**src/rtl/ball_engine.sv**
```systemverilog
// Multi-ball motion/paint engine; optional rounded balls via BALL_ENGINE_ROUND_EN.
// Latency: paint 1 cycle after hpos/vpos; frame update NUM_BALLS+1 cycles after frame_tick.
// No backpressure: launches outside IDLE and frame_ticks while busy are dropped.
module ball_engine #(
  parameter int          NUM_BALLS  = 2,
  parameter int          BALL_WIDTH = 5,
  parameter int          SPEED      = 1,
  parameter int          SCREEN_W   = 640,
  parameter int          SCREEN_H   = 480,
  parameter logic [5:0]  BALL_COLOR = 6'b001100
) (
  input  logic                 clk,
  input  logic                 rst,
  input  logic                 frame_tick,
  input  logic                 launch,
  input  logic [9:0]           launch_x,
  input  logic [8:0]           launch_y,
  input  logic [NUM_BALLS-1:0] hit_h,
  input  logic [NUM_BALLS-1:0] hit_v,
  input  logic [9:0]           hpos,
  input  logic [8:0]           vpos,
  output logic                 in_ball,
  output logic [5:0]           color,
  output logic [NUM_BALLS-1:0] active,
  output logic                 launch_ack,
  output logic                 lost,
  output logic                 busy
);
  localparam int HALF = BALL_WIDTH / 2;
  localparam int IW   = (NUM_BALLS > 1) ? $clog2(NUM_BALLS) : 1;
  localparam logic [10:0] HALF_W = 11'(HALF);
  localparam logic [10:0] SPD_W  = 11'(SPEED);
  localparam logic [10:0] XMAX_W = 11'(SCREEN_W - 1 - HALF);
  localparam logic [10:0] YMAX_W = 11'(SCREEN_H - 1);
  localparam logic [9:0]  HALF_X = 10'(HALF);
  localparam logic [8:0]  HALF_Y = 9'(HALF);
  localparam logic [9:0]  SPD_X  = 10'(SPEED);
  localparam logic [8:0]  SPD_Y  = 9'(SPEED);
  localparam logic [9:0]  XMAX_X = 10'(SCREEN_W - 1 - HALF);

  typedef enum logic [1:0] {S_IDLE, S_UPDATE, S_DONE} state_t;

  state_t               state;
  logic [IW-1:0]        idx;
  logic [9:0]           x [NUM_BALLS];
  logic [8:0]           y [NUM_BALLS];
  logic [NUM_BALLS-1:0] dx_neg, dy_neg, act, lat_h, lat_v;

  logic          free_vld;
  logic [IW-1:0] free_idx;
  logic          launch_go;

  always_comb begin
    free_vld = 1'b0;
    free_idx = '0;
    for (int i = NUM_BALLS - 1; i >= 0; i--) begin
      if (!act[i]) begin
        free_vld = 1'b1;
        free_idx = IW'(i);
      end
    end
  end

  assign launch_go = launch && (state == S_IDLE) && !frame_tick && free_vld;

  // Next position of the slot under update; compares widened to 11 bits so nothing wraps.
  logic [10:0] cx, cy;
  logic        dxn, dyn, ndx, ndy, gone;
  logic [9:0]  nx;
  logic [8:0]  ny;

  always_comb begin
    cx   = {1'b0, x[idx]};
    cy   = {2'b0, y[idx]};
    dxn  = dx_neg[idx] ^ lat_h[idx];
    dyn  = dy_neg[idx] ^ lat_v[idx];
    nx   = x[idx];
    ny   = y[idx];
    ndx  = dxn;
    ndy  = dyn;
    gone = 1'b0;
    if (dxn) begin
      if (cx < HALF_W + SPD_W) begin nx = HALF_X; ndx = 1'b0; end
      else                          nx = x[idx] - SPD_X;
    end else begin
      if (cx + SPD_W > XMAX_W) begin nx = XMAX_X; ndx = 1'b1; end
      else                          nx = x[idx] + SPD_X;
    end
    if (dyn) begin
      if (cy < HALF_W + SPD_W) begin ny = HALF_Y; ndy = 1'b0; end
      else                          ny = y[idx] - SPD_Y;
    end else if (cy + SPD_W > YMAX_W) begin
      gone = 1'b1;
    end else begin
      ny = y[idx] + SPD_Y;
    end
  end

  always_ff @(posedge clk or posedge rst) begin
    if (rst) begin
      state      <= S_IDLE;
      idx        <= '0;
      busy       <= 1'b0;
      launch_ack <= 1'b0;
      lost       <= 1'b0;
      dx_neg     <= '0;
      dy_neg     <= '1;
      act        <= '0;
      lat_h      <= '0;
      lat_v      <= '0;
      for (int i = 0; i < NUM_BALLS; i++) begin
        x[i] <= 10'(SCREEN_W / 2);
        y[i] <= 9'(SCREEN_H / 2);
      end
    end else begin
      launch_ack <= launch_go;
      lost       <= 1'b0;
      lat_h      <= lat_h | hit_h;
      lat_v      <= lat_v | hit_v;
      case (state)
        S_IDLE: begin
          if (frame_tick) begin
            state <= S_UPDATE;
            idx   <= '0;
            busy  <= 1'b1;
          end else if (launch_go) begin
            x[free_idx]      <= launch_x;
            y[free_idx]      <= launch_y;
            dx_neg[free_idx] <= 1'b0;
            dy_neg[free_idx] <= 1'b1;
            act[free_idx]    <= 1'b1;
            lat_h[free_idx]  <= 1'b0;
            lat_v[free_idx]  <= 1'b0;
          end
        end
        S_UPDATE: begin
          // A hit landing on the processing cycle survives into the next frame.
          lat_h[idx] <= hit_h[idx];
          lat_v[idx] <= hit_v[idx];
          if (act[idx]) begin
            if (gone) begin
              act[idx] <= 1'b0;
              lost     <= 1'b1;
            end else begin
              x[idx]      <= nx;
              y[idx]      <= ny;
              dx_neg[idx] <= ndx;
              dy_neg[idx] <= ndy;
            end
          end
          if (idx == IW'(NUM_BALLS - 1)) state <= S_DONE;
          else                           idx   <= idx + 1'b1;
        end
        default: begin
          state <= S_IDLE;
          busy  <= 1'b0;
        end
      endcase
    end
  end

  logic [NUM_BALLS-1:0] slot_hit;
  logic [10:0]          h_w, v_w;
  assign h_w = {1'b0, hpos};
  assign v_w = {2'b0, vpos};

  for (genvar g = 0; g < NUM_BALLS; g++) begin : g_paint
    logic [10:0] px, py;
    logic        in_x, in_y, corner;
    assign px   = {1'b0, x[g]};
    assign py   = {2'b0, y[g]};
    assign in_x = (h_w + HALF_W >= px) && (h_w <= px + HALF_W);
    assign in_y = (v_w + HALF_W >= py) && (v_w <= py + HALF_W);
`ifdef BALL_ENGINE_ROUND_EN
    assign corner = ((h_w + HALF_W == px) || (h_w == px + HALF_W)) &&
                    ((v_w + HALF_W == py) || (v_w == py + HALF_W));
`else
    assign corner = 1'b0;
`endif
    assign slot_hit[g] = act[g] && in_x && in_y && !corner;
  end

  always_ff @(posedge clk or posedge rst) begin
    if (rst) begin
      in_ball <= 1'b0;
      color   <= 6'd0;
    end else begin
      in_ball <= |slot_hit;
      color   <= (|slot_hit) ? BALL_COLOR : 6'd0;
    end
  end

  assign active = act;
endmodule

```
**config.mk**
```make
export PLATFORM = sky130hd
export DESIGN_NAME = ball_engine
export DESIGN_NICKNAME = d
export VERILOG_FILES = /design/src/rtl/ball_engine.sv
export SDC_FILE = /design/constraint.sdc
export NUM_CORES = 1
export LEC_CHECK = 0
export ABC_CLOCK_PERIOD_IN_PS = 4700
export CAP_MARGIN = 15
export CORE_ASPECT_RATIO = 1.4
export CORE_MARGIN = 8
export CORE_UTILIZATION = 30
export CTS_CLUSTER_SIZE = 10
export DETAILED_ROUTE_END_ITERATION = 10
export SYNTH_ARGS = -nofsm -noshare
export SYNTH_HDL_FRONTEND = slang
export SYNTH_SLANG_ARGS = --single-unit
```
**constraint.sdc**
```tcl
create_clock -name clk -period 4.7 [get_ports clk]
set_input_delay 0.705 -clock clk [delete_from_list [all_inputs] [get_ports clk]]
set_output_delay 0.705 -clock clk [all_outputs]
set_load 0.05 [all_outputs]
```
==> results by group <==
Setup path
  – Crit-path max cell delay: 670 ps
  – WP data arrival: 3930 ps
  – Setup crit start kind: register
  – Kind of critical path: register to register
  – CP top delay family: compound AO/OA/AOI/OAI gates
  – WP depth: 11
  – Worst reg2reg startpoint: idx$_DFFE_PP0P_
  – Buf+Inv Stages, Crit Path: 1
  – Setup slack, reg-to-reg: 940 ps
  – Worst-path cell chain: mux2i_1 -> inv_1 -> ha_1 -> and4_1 -> o21ai_2 -> nand3b_1 -> a21boi_2 -> o22ai_2 -> a22oi_2 -> o22a_1 -> o211ai_1
  – Slowest CP cell: dfrtp_2
  – Reg-to-reg endpoint: g_paint[0].px[4]$_DFFE_PP0P_
  – Crit path max fanout: 19
  – WP data required: 4870 ps
  – CP Capture Type: register
  – Crit path capture: g_paint[0].px[4]$_DFFE_PP0P_
  – Crit. Startpoint: idx$_DFFE_PP0P_
  – R2r worst-path depth: 11

Final layout
  – Antenna cells: 0
  – Area grow syn2layout: 13.4%
  – Number of fill cells: 2360
  – Final non-filler cell area: 7790 sq um
  – Layout cell share with drive strength beyond 1: 9.06%
  – Commonest non-fill, non-tap cell in the layout: ha_1
  – NumNets Final: 999
  – Most frequent cells in the layout: 82 x ha_1, 69 x nand2_1, 58 x nor2_1, 53 x clkdlybuf4s50_1, 51 x inv_1

Detailed routing
  – DR WL/cell: 19.2 um
  – Vias per cell: 5.55
  – TritonRoute pass-1 iters: 7
  – DRT antenna net count: 0
  – Vias: 6510
  – Wirelength, routed: 22.5 mm
  – Iter 0 DRT Violations: 530
  – DR DRC count: 0

Status
  – Status: completed

Placement
  – Dpl hpwl: 18.3 mm
  – Placed Instance Area: 7630 sq um
  – # port buffers: 53
  – RePlAce Congestion: 0.931

Synthesis
  – Synth async-reset ratio: 100%
  – Avg Cell Area, Syn: 8.23 sq um
  – Number of synthesized flops with an enable pin: 0
  – Cell taking the most area after synthesis: dfrtp_1
  – Mapped Cells: 835
  – Post-synthesis register bit count: 55
  – Dominant synthesized flop cell: dfrtp_1
  – Synth top area cells: dfrtp_1 15%, ha_1 15%, xnor2_1 6.1%
  – Cell Area, Synth: 6870 sq um
  – Synthesis Warnings: 0
  – Register area share after synthesis: 20.3%
  – Synth top area share: 14.9%
  – Distinct cells, synth: 92

Global routing
  – Gr ovfl total: 0
  – Initial antenna violation count: 0
  – Vias in the first global route: 6675
  – Pin count of the biggest net entering global routing: 37
  – First-pass GRT wire length: 36.3 mm
  – Global-route usage over all layers: 16.3%

STA
  – Worst slew pin tran: 708 ps
  – Final hold viol count: 0
  – Rel. slew slack: 51.4%
  – Clk_skew: 8.07 ps
  – Final cycle utilization of the critical path: 79.9%
  – Highest Clock Rate: 0.266 GHz
  – Max-slew violations: 0
  – Final setup viols: 0
  – Crit path time final: 3760 ps
  – TNS Setup: 0 ps
  – Unrepaired setup endpoints after global routing: no

CTS
  – Num CTS Buffers: 5
  – Post-cts gate resize count: 0
  – Postcts setup bufs: 0
  – CTS tree: yes
  – CTS root buf: clkbuf_16
  – Clk Latency, worst-skew pair: 300 ps
  – Count of hold buffers inserted by post-cts repair: 0
  – Clock tree buffer depth: 2
  – H-tree levels: 2
  – Clock Sink Count: 55
  – Clk pin slew, worst setup/hold paths: 70 ps

Pwr
  – Sequential share of power: 21.2%
  – Net switching power: 3.08 mW
  – Internal: 2.53 mW
  – Pwr dens: 720 nW/um^2
  – Sw frac: 54.9%
  – Leak: 3.07 nW
  – Worst-case vdd ir drop: 355 uV
  – Clk network pwr share: 7.2%
  – Comb pwr share: 71.7%

Worst hold path
  – Hold Crit Class: register to register

Die
  – Die H: 195 um
  – FP Rows: 65
  – IO Pins: 58
  – Initial Util: 30.5%
  – Horiz. Die Dim: 144 um
  – Full die area: 28100 sq um
  – Area of the core: 22500 sq um

Job
  – MaxCap Viol Count: 0
sequential cells by signal, indices dropped and copies added (netlist names):
register and flops:
g_paint.px 20, g_paint.py 18, active 2, dx_neg 2, dy_neg 2, lat_h 2, lat_v 2, state 2
busy 1, color 1, idx 1, launch_ack 1, lost 1
cells in the mapped netlist, types with 15 or more instances:
cell type / count
o21ai_0: 42
nor2_1: 58
nor3_1: 30
ha_1: 82
dfrtp_1: 41
nand2_1: 69
a31oi_1: 15
xor2_1: 16
a21oi_1: 36
nand3_1: 49
inv_1: 52
xnor2_1: 48
through the flow:
step                      utilization [%]  worst slack [ps]  power, mW  hold slack, ps  instances
after floorplan                         -              1450       4.10             471        838
after global placement               33.9               993       5.14             502       1165
after detailed placement             33.9               991       5.16             499       1165
after CTS                            34.6               976       5.59             518       1173
after global routing                 34.6               739       6.10             531       1173
final                                34.6               945       5.61             512       1173
power groups by stage:
stage	clock network, mW	registers (mW)	logic, mW
5_1_grt	0.423	1.22	4.46
4_1_cts	0.407	1.19	4.00
2_1_floorplan	0	0.969	3.13
3_5_place_dp	0	1.19	3.97
3_3_place_gp	0	1.19	3.95
6_report	0.403	1.19	4.02
logic make-up (layout without fill, tap and decap cells):
family	count (synthesis)	in the layout	share of synthesized area [%]
AND/OR/NAND/NOR	284	284	21.2
AO/OA/AOI/OAI	233	233	24.9
buffers and inverters	91	125	6.32
adder cells (fa/ha/maj)	82	82	14.9
XOR/XNOR	64	64	8.16
flip-flops	55	55	20.3
multiplexers	25	25	4.19
other	1	4	0.0546
how the worst min path moves through the flow:
| stage | endpoint | start | depth (start not counted) |
|---|---|---|---|
| after global routing | g_paint[1].py[7]$_DFFE_PP1P_ | g_paint[1].py[7]$_DFFE_PP1P_ | 2 |
| after global placement | busy$_DFFE_PP0P_ | busy$_DFFE_PP0P_ | 2 |
| after detailed placement | busy$_DFFE_PP0P_ | busy$_DFFE_PP0P_ | 2 |
| after floorplan | g_paint[1].py[7]$_DFFE_PP1P_ | g_paint[1].py[7]$_DFFE_PP1P_ | 2 |
| final | busy$_DFFE_PP0P_ | busy$_DFFE_PP0P_ | 2 |
| after CTS | g_paint[1].py[7]$_DFFE_PP1P_ | g_paint[1].py[7]$_DFFE_PP1P_ | 2 |
tightest hold or removal path: stages (launching register included):
cell,delay [ps]
dfrtp_1,350
a21oi_1,40
nor2_1,80
cell type report:
type	instances	area (sq um)	area share [%]
clock buffers	7	153	1.96
repair buffers	63	606	7.77
inverters	54	203	2.60
flip-flops and latches	55	1400	17.9
clock inverters	1	7.51	0.0963
multi-input cells	692	5050	64.8
well taps	301	377	4.83
per-layer routing:
metal | vias to the layer above | global-route usage (%) | wire length (um)
met3 | 57 | 1.27 | 865
met2 | 195 | 29.2 | 11400
met4 | 0 | 8.75 | 1210
met5 | - | 0 | 0
met1 | 3105 | 18.5 | 9010
li1 | 3153 | - | -
Power figures use the tool's default switching activity.
